`src/rtl/systolic_operand_feeder.sv`:
```
// Operand feeder for one edge of a systolic PE array: buffers a DIM x DIM
// operand matrix and streams it as diagonally skewed lanes plus accumulate-enable.
module systolic_operand_feeder #(
  parameter int DATA_WIDTH = 32,
  parameter int DIM        = 4
) (
  input  logic                          clk_i,
  input  logic                          rst_ni,
  input  logic                          wr_en_i,
  input  logic [$clog2(DIM)-1:0]        wr_row_i,
  input  logic [$clog2(DIM)-1:0]        wr_col_i,
  input  logic signed [DATA_WIDTH-1:0]  wr_data_i,
  input  logic                          go_i,
  input  logic                          release_i,
  output logic                          busy_o,
  output logic                          start_o,
  output logic                          done_o,
  output logic [DIM*DATA_WIDTH-1:0]     data_o
);

  localparam int AW        = $clog2(DIM);
  localparam int CW        = $clog2(3*DIM);
  localparam int FEED_LAST = 3*DIM - 3;

  if (DIM < 2 || (DIM & (DIM - 1)) != 0) begin : g_bad_dim
    $error("systolic_operand_feeder: DIM must be a power of 2 and at least 2");
  end

  typedef enum logic [1:0] {
    IDLE = 2'd0,
    FEED = 2'd1,
    HOLD = 2'd2
  } state_t;

  state_t                       state, state_nxt;
  logic [CW-1:0]                cnt, cnt_nxt;
  logic                         busy_nxt, start_nxt, done_nxt;
  logic [DIM*DATA_WIDTH-1:0]    lanes_nxt;
  logic                         wr_ok;
  logic signed [DATA_WIDTH-1:0] mem [DIM][DIM];

  // A go in the same cycle wins over a write, so the pass sees a stable buffer.
  assign wr_ok = (state == IDLE) && wr_en_i && !go_i;

  always_ff @(posedge clk_i or negedge rst_ni) begin
    if (!rst_ni) begin
      for (int r = 0; r < DIM; r++) begin
        for (int c = 0; c < DIM; c++) begin
          mem[r][c] <= '0;
        end
      end
    end else if (wr_ok) begin
      mem[wr_row_i][wr_col_i] <= wr_data_i;
    end
  end

  always_ff @(posedge clk_i or negedge rst_ni) begin
    if (!rst_ni) begin
      state <= IDLE;
      cnt   <= '0;
    end else begin
      state <= state_nxt;
      cnt   <= cnt_nxt;
    end
  end

  always_comb begin
    state_nxt = state;
    cnt_nxt   = cnt;
    case (state)
      IDLE: begin
        if (go_i) begin
          state_nxt = FEED;
          cnt_nxt   = '0;
        end
      end
      FEED: begin
        if (cnt == CW'(FEED_LAST)) begin
          state_nxt = HOLD;
          cnt_nxt   = '0;
        end else begin
          cnt_nxt = cnt + 1'b1;
        end
      end
      HOLD: begin
        if (release_i) begin
          state_nxt = IDLE;
        end
      end
      default: begin
        state_nxt = IDLE;
        cnt_nxt   = '0;
      end
    endcase
  end

  // Outputs are computed for the upcoming state and registered, so lane 0
  // shows mem[0][0] in the first FEED cycle with no input-to-output path.
  always_comb begin
    int k;
    k         = 0;
    busy_nxt  = (state_nxt == FEED) || (state_nxt == HOLD);
    start_nxt = busy_nxt;
    done_nxt  = (state_nxt == HOLD);
    lanes_nxt = '0;
    if (state_nxt == FEED) begin
      for (int l = 0; l < DIM; l++) begin
        k = int'(cnt_nxt) - l;
        if (k >= 0 && k < DIM) begin
          lanes_nxt[l*DATA_WIDTH +: DATA_WIDTH] = mem[l][k[AW-1:0]];
        end
      end
    end
  end

  always_ff @(posedge clk_i or negedge rst_ni) begin
    if (!rst_ni) begin
      busy_o  <= 1'b0;
      start_o <= 1'b0;
      done_o  <= 1'b0;
      data_o  <= '0;
    end else begin
      busy_o  <= busy_nxt;
      start_o <= start_nxt;
      done_o  <= done_nxt;
      data_o  <= lanes_nxt;
    end
  end

endmodule

```
`config.mk`:
```
export PLATFORM = sky130hd
export DESIGN_NAME = systolic_operand_feeder
export DESIGN_NICKNAME = d
export VERILOG_FILES = /design/src/rtl/systolic_operand_feeder.sv
export SDC_FILE = /design/constraint.sdc
export NUM_CORES = 1
export LEC_CHECK = 0
export ABC_AREA = 1
export CORE_ASPECT_RATIO = 1.25
export CORE_MARGIN = 1.5
export CORE_UTILIZATION = 60
export CTS_BUF_LIST = sky130_fd_sc_hd__clkbuf_8
export DETAILED_ROUTE_END_ITERATION = 10
export PLACE_DENSITY = 0.81
export SYNTH_ARGS = -nofsm -noshare
export SYNTH_HDL_FRONTEND = slang
export SYNTH_SLANG_ARGS = --single-unit
```
`constraint.sdc`:
```
create_clock -name clk_i -period 4.8 [get_ports clk_i]
set_clock_uncertainty 0.1 [all_clocks]
set_input_delay 0.48 -clock clk_i [delete_from_list [all_inputs] [get_ports clk_i]]
set_output_delay 0.48 -clock clk_i [all_outputs]
set_load 0.02 [all_outputs]
```
==> results.txt, run 1 <==
----------------------------------------------------
[Run status]
  Outcome ... completed

[Global route]
  Global-route wire length before repair ... 110700 microns
  Maximum number of pins on one net before global-route repair ... 151
  Number of antenna violations at the first check in global routing ... 3
  Vias in the first global route ... 21560
  Global routing usage summed across all routing layers ... 29.30%
  Global route total overflow ... 0

[Power]
  Cell-internal power ... 11.90 mW
  P per Cell Area ... 661.4 nW/um^2
  Net Sw Frac ... 42.52%
  Reg power frac ... 35.1%
  Proportion of power drawn by the clock network ... 21.6%
  Leakage power total ... 15.12 nW
  Gate power share ... 43.3%
  Maximum ir drop on the vdd rail ... 0.0009386 V
  Power spent charging and discharging nets ... 8.802 mW

[Timing]
  Final Critical Period ... 3568 ps
  Highest clock frequency the design can meet ... 280.3 MHz
  Finish-stage setup viols ... 0
  Slew Viols, Final ... 0
  Max_slew headroom ... 18.94%
  Accumulated negative setup slack ... 0 ps
  RSZ-0062 raised after global routing ... false
  Fin. Hold Viols ... 0
  Crit share post-route ... 74.33%
  Slew of the pin with the lowest slew margin ... 1212 ps
  Setup ws final ... 1232 ps

[Logic synthesis]
  Number of flops mapped to enable cells by yosys ... 0
  Count of different cell masters after synthesis ... 26
  Flip-flop cell with the highest count after synthesis ... sky130_fd_sc_hd__dfrtp_1
  Synthesized flop and latch total ... 648
  Synthesized netlist net count ... 3219
  Proportion of register bits with asynchronous set or reset after synthesis ... 100.0%
  Cell types with the largest area share after synthesis ... sky130_fd_sc_hd__dfrtp_1, sky130_fd_sc_hd__nand2_1, sky130_fd_sc_hd__o21ai_0
  Average cell area after synthesis ... 8.661 sq um
  Synth Instances ... 3169
  Number of warnings issued by yosys ... 0
  Post-synthesis instance area ... 27450 sq um
  Cell with the most instances after synthesis ... sky130_fd_sc_hd__nand2_1
  Most instantiated cells after synthesis ... sky130_fd_sc_hd__nand2_1, sky130_fd_sc_hd__dfrtp_1, sky130_fd_sc_hd__o21ai_0
  Proportion of synthesized chip area in sequential cells ... 59.08%
  Yosys top cell area share ... 59.08%
  Largest area contributor in the synthesized netlist ... sky130_fd_sc_hd__dfrtp_1

[Critical path]
  Startpoint class of the critical path ... flip-flop
  CP Data Required Time ... 5270 ps
  Critical path start-end classification ... reg2reg
  R2R Path End ... data_o[58]
  Worst R2R Setup Slack ... 1230 ps
  Worst R2R Start ... cnt[1]
  Endpoint arrival time on the critical path ... 4030 ps
  Cell depth of the worst flop-to-flop path ... 14
  Crit Path Max Fanout ... 50
  Critical Path Sink Type ... flip-flop

[Detailed routing]
  Number of vias after detailed routing ... 21730
  Total wire length ... 67010 microns
  Wire length on met2 ... 33940 microns
  Routed via count divided by cell count ... 5.577
  Antenna-violating nets left ... 0
  Met3 routed WL ... 3872 microns
  Post-route DRC violation count ... 0
  Initial DRC count ... 1824
  Average routed wire per standard cell ... 17.20 microns
  Iteration count of the initial detailed-routing pass ... 9
  Uppermost metal layer occupied by signal nets ... met4
  M1 WL ... 26850 microns

[CTS]
  Clock-pin slew on the worst setup and hold paths ... 60 ps
  Clock latency on the worst-skew pair ... 660 ps
  Maximum number of buffers from clock root to sink ... 3
  Cell at the root of the clock tree ... sky130_fd_sc_hd__clkbuf_8
  Post-CTS Setup Repair Bufs ... 0
  Sinks on the clock net ... 648
  Number of CTS-inserted buffers ... 97
  H-tree level count ... 3
  Clock tree from TritonCTS ... done

[Finish]
  Number of cells in the finished layout apart from fillers ... 3897
  Fill count ... 3426
  Synth-to-Final Area Change ... 14.03%
  Total Nets Final ... 3294
  Share of final-layout standard cells stronger than drive strength 1 ... 6.182%

[Floorplan]
  Number of top-level pins ... 172
  Width of the die ... 194.3 microns
  Starting Density ... 60.76%
  Floorplan die area ... 47050 sq um
  Height of the chip ... 242.1 microns
  Core Rows ... 87
  Area inside the core boundary ... 45170 sq um

[Worst hold path]
  Number of cells on the worst hold path ... 2
  Hold Path End ... mem[2]
  Hold Crit Class ... reg2reg
  Worst min-delay path startpoint ... mem[2]

[Place]
  Place WS ... 1068 ps
  Final Wtd Congestion ... 0.8078
  Placed cell count ... 3722
  Sum of net half-perimeters after detailed placement ... 39210 microns
  Count of input and output buffers ... 171

[Run]
  Max-cap violation count ... 0

----------------------------------------------------
## cell type report
type / instances / area (sq um) / area share, %
sequential: 648 / 16220 / 51.81
timing repair buffer: 206 / 2057 / 6.572
clock buffer: 125 / 1720 / 5.497
multi-input combinational: 1910 / 8896 / 28.42
tap: 578 / 723.2 / 2.311
antenna: 3 / 7.507 / 0.02399
inverter: 381 / 1430 / 4.569
clock inverter: 46 / 247.7 / 0.7916
## logic make-up (layout without fill, tap and decap cells)
logic type / count (synthesis) / after routing / synth area share [%]
xor gates and xnor gates: 1 / 1 / 0.03192
other: 0 / 3 / 0
AOI/OAI and AO/OA: 837 / 837 / 16.74
adders and majority gates: 9 / 9 / 0.4103
DFF: 648 / 648 / 59.08
and+or+nand+nor: 1063 / 1063 / 15.05
buffers and inverters: 611 / 758 / 8.684
## power groups by stage
stage,sequential [mW],clock (mW),combinational [mW]
floorplan,7.53,0,5.80
global placement,7.28,0,8.59
detailed placement,7.33,0,8.86
CTS,7.25,4.55,8.93
global route,7.37,4.80,10.0
finish,7.26,4.48,8.96
## registers in the layout, indices dropped and copies added (netlist names)
register,flops
data_o,128
state,2
done_o,1
mem,512
cnt,4
start_o,1
## repair_timing
item / in CTS / in global routing
hold buffers: 1 / 0
gates resized for setup: 0 / 0
endpoints found under the hold margin: 120 / 0
## metal layers
metal | GRT usage (%) | vias up
met5 | 0 | -
met4 | 13.47 | 0
met3 | 4.121 | 143
met2 | 50.80 | 773
met1 | 36.51 | 10560
li1 | - | 10260
## layout by cell type (no fill, tap or decap), types with 7 or more instances in the layout
| master | instances |
|---|---|
| sky130_fd_sc_hd__o21ai_0 | 597 |
| sky130_fd_sc_hd__nand2_1 | 860 |
| sky130_fd_sc_hd__nand3_1 | 41 |
| sky130_fd_sc_hd__ha_1 | 8 |
| sky130_fd_sc_hd__o21ai_1 | 45 |
| sky130_fd_sc_hd__a21oi_1 | 33 |
| sky130_fd_sc_hd__dfrtp_1 | 648 |
| sky130_fd_sc_hd__buf_4 | 28 |
| sky130_fd_sc_hd__o211ai_1 | 160 |
| sky130_fd_sc_hd__nand2_2 | 9 |
| sky130_fd_sc_hd__nand3_2 | 7 |
| sky130_fd_sc_hd__clkbuf_8 | 125 |
| sky130_fd_sc_hd__nor2_1 | 133 |
| sky130_fd_sc_hd__clkdlybuf4s50_1 | 170 |
| sky130_fd_sc_hd__inv_1 | 407 |
| sky130_fd_sc_hd__clkinv_2 | 12 |
## per-stage QoR
step	utilization, %	total power, mW	hold WS, ps	cell area [sq um]
4_1_cts	69.26	20.72	383.1	31290
3_5_place_dp	64.89	16.19	367.3	29310
6_report	69.28	20.70	381.3	31300
2_1_floorplan	-	13.32	84.41	27450
5_1_grt	69.28	22.17	396.5	31300
3_3_place_gp	64.89	15.87	361.0	29310
## worst max-delay path by stage
stage | endpoint | slack [ps] | from
2_1_floorplan | data_o[96] | 2210 | cnt[1]
3_3_place_gp | data_o[37] | 1030 | go_i
3_5_place_dp | data_o[39] | 1070 | go_i
4_1_cts | data_o[58] | 1260 | cnt[1]
5_1_grt | data_o[58] | 980 | cnt[1]
6_report | data_o[58] | 1230 | cnt[1]
## worst max-delay path: stages (launching register included)
cell and delay [ps]:
sky130_fd_sc_hd__dfrtp_1 420, sky130_fd_sc_hd__inv_1 140, sky130_fd_sc_hd__ha_1 190, sky130_fd_sc_hd__nand3_1 120, sky130_fd_sc_hd__nand3_1 150, sky130_fd_sc_hd__nand3_4 460, sky130_fd_sc_hd__inv_2 710, sky130_fd_sc_hd__ha_1 280
sky130_fd_sc_hd__inv_1 50, sky130_fd_sc_hd__nand2_1 50, sky130_fd_sc_hd__nand2_1 50, sky130_fd_sc_hd__a21oi_1 140, sky130_fd_sc_hd__nand3_1 140, sky130_fd_sc_hd__buf_4 280, sky130_fd_sc_hd__nor2_1 150
Note: power is estimated with default switching activity, not from simulation.
==> run 2, diff against run 1 <==
==> constraint.sdc (replaced) <==
create_clock -name clk_i -period 3.4 [get_ports clk_i]
set_clock_uncertainty 0.1 [all_clocks]
set_input_delay 0.34 -clock clk_i [delete_from_list [all_inputs] [get_ports clk_i]]
set_output_delay 0.34 -clock clk_i [all_outputs]
set_load 0.02 [all_outputs]
==> results.txt, run 2 (synthesis results as in run 1) <==
----------------------------------------------------
[Run status]
  Outcome ... completed

[Critical path]
  Worst R2R Start ... cnt[0]
  CP Data Required Time ... 3880 ps
  Slowest CP cell ... sky130_fd_sc_hd__dfrtp_1
  Crit Path Max Fanout ... 34
  Critical Path Sink Type ... flip-flop
  Worst R2R Setup Slack ... 670 ps
  Endpoint arrival time on the critical path ... 3220 ps
  R2R Path End ... data_o[116]
  Critical path, cell by cell ... ha_1 > nand2_1 > nor2_1 > nor2_2 > inv_1 > o21ai_0 > ha_1 > buf_4 > nand4_1 > buf_4 > nor2_1
  Largest stage delay, worst path ... 460 ps
  Cell depth of the worst flop-to-flop path ... 11
  Critical path start-end classification ... reg2reg
  Startpoint class of the critical path ... flip-flop

[CTS]
  H-tree level count ... 3
  Post-CTS Hold Fix Bufs ... 1
  Post-CTS resize count ... 0
  Number of CTS-inserted buffers ... 99
  Clock-pin slew on the worst setup and hold paths ... 70 ps
  Clock latency on the worst-skew pair ... 680 ps
  Clock tree from TritonCTS ... done
  Cell at the root of the clock tree ... sky130_fd_sc_hd__clkbuf_8
  Sinks on the clock net ... 648
  Maximum number of buffers from clock root to sink ... 3
  Post-CTS Setup Repair Bufs ... 0

[Finish]
  Register with the highest flop count ... mem
  Synth-to-Final Area Change ... 15.14%
  Largest regs ... mem x512, data_o x128, cnt x4
  Fill count ... 3298
  Flip-flop count of the largest register after layout ... 512
  Combined flip-flop and latch cell area ... 16220 sq um
  Number of cells in the finished layout apart from fillers ... 3917
  Total Nets Final ... 3311
  Most used cells in the layout excluding fill and tap cells ... sky130_fd_sc_hd__nand2_1, sky130_fd_sc_hd__dfrtp_1, sky130_fd_sc_hd__o21ai_0
  Area of combinational cells with multiple inputs ... 8896 sq um
  Most frequent standard cell in the layout excluding fill and tap cells ... sky130_fd_sc_hd__nand2_1
  Share of final-layout standard cells stronger than drive strength 1 ... 6.565%

[Power]
  Net Sw Frac ... 42.25%
  Proportion of power drawn by the clock network ... 21.9%
  Cell-internal power ... 17.04 mW
  Gate power share ... 43.3%
  P per Cell Area ... 933.5 nW/um^2
  Power consumption ... 29.50 mW
  Maximum ir drop on the vdd rail ... 0.001511 V
  Leakage power total ... 15.28 nW
  Power spent charging and discharging nets ... 12.46 mW
  Reg power frac ... 34.7%

[Place]
  Placed cell count ... 3737
  Place WS ... 653.5 ps
  Final Wtd Congestion ... 0.8238
  Sum of net half-perimeters after detailed placement ... 40110 microns
  Count of input and output buffers ... 171

[Floorplan]
  Starting Density ... 60.76%
  Area inside the core boundary ... 45170 sq um
  Core Rows ... 87
  Floorplan die area ... 47050 sq um
  Height of the chip ... 242.1 microns
  Number of top-level pins ... 172
  Width of the die ... 194.3 microns

[Timing]
  Fin. Hold Viols ... 0
  Crit share post-route ... 80.44%
  Max_slew headroom ... 38.87%
  Finish-stage setup viols ... 0
  Slew of the pin with the lowest slew margin ... 916.9 ps
  Slew Viols, Final ... 0
  Accumulated negative setup slack ... 0 ps
  Worst hold slack ... 220.8 ps
  Highest clock frequency the design can meet ... 365.7 MHz
  RSZ-0062 raised after global routing ... false
  Setup ws final ... 665.2 ps
  Final Critical Period ... 2735 ps

[Global route]
  Global routing usage summed across all routing layers ... 29.40%
  Maximum number of pins on one net before global-route repair ... 138
  Global-route wire length before repair ... 110800 microns
  Vias in the first global route ... 21770
  Global route total overflow ... 0
  Number of antenna violations at the first check in global routing ... 3

[Detailed routing]
  Initial DRC count ... 1837
  Average routed wire per standard cell ... 17.15 microns
  Post-route DRC violation count ... 0
  Total wire length ... 67160 microns
  Antenna-violating nets left ... 0
  Routed via count divided by cell count ... 5.590
  Number of vias after detailed routing ... 21900
  Iteration count of the initial detailed-routing pass ... 7

[Run]
  Max-cap violation count ... 0

[Worst hold path]
  Hold Crit Class ... in2async

----------------------------------------------------
## run 2: cell types whose count changed in the layout (fill, tap and decap cells not counted), sizes merged
cell	before	now
clkinv	12	8
inv	411	419
buf	35	50
clkinvlp	2	3
bufinv	2	3
clkbuf	125	124
## run 2: per-stage QoR
step	utilization, %	instance area (sq um)
final	69.96	31600
after global routing	69.96	31600
after CTS	69.94	31600
after detailed placement	65.47	29570
after global placement	65.47	29570
after floorplan	-	27450
## run 2: how the worst max path moves through the flow
| stage | startpoint | to | slack [ps] | depth (start not counted) |
|---|---|---|---|---|
| after global placement | go_i | data_o[53] | 670 | 14 |
| after floorplan | cnt[1] | data_o[96] | 810 | 16 |
| after CTS | cnt[0] | data_o[116] | 720 | 13 |
| final | cnt[0] | data_o[116] | 670 | 11 |
| after detailed placement | go_i | data_o[37] | 650 | 14 |
| after global routing | cnt[0] | data_o[116] | 520 | 13 |
## run 2: power by group through the flow
stage / Sequential, mW / Clock, mW / Combinational (mW)
2_1_floorplan: 10.6 / 0 / 8.18
3_5_place_dp: 10.3 / 0 / 12.7
4_1_cts: 10.2 / 6.56 / 12.8
5_1_grt: 10.4 / 6.93 / 14.3
3_3_place_gp: 10.3 / 0 / 12.3
6_report: 10.3 / 6.47 / 12.8
## run 2: area by class of cell
cell class	instances	area share (%)
Antenna cell	3	0.02375
Clock buffer	124	5.400
Clock inverter	52	0.9660
Inverter	381	4.525
Multi-Input combinational cell	1910	28.15
Sequential cell	648	51.31
Tap cell	578	2.288
Timing Repair Buffer	221	7.340
## run 2: critical path: cells and delay by family, from the launching register on
family	cells	cell delay, ps
flops	1	460
simple gates	5	630
buf+inv	3	750
compound gates	1	150
fa+ha+maj	2	520
## run 2: per-layer routing
layer | vias up | global-route usage (%) | share of wire [%]
met4 | 0 | 14.75 | 3.9
met2 | 856 | 50.21 | 50
li1 | 10280 | - | -
met5 | - | 0 | 0
met3 | 139 | 4.107 | 6.7
met1 | 10620 | 36.84 | 39
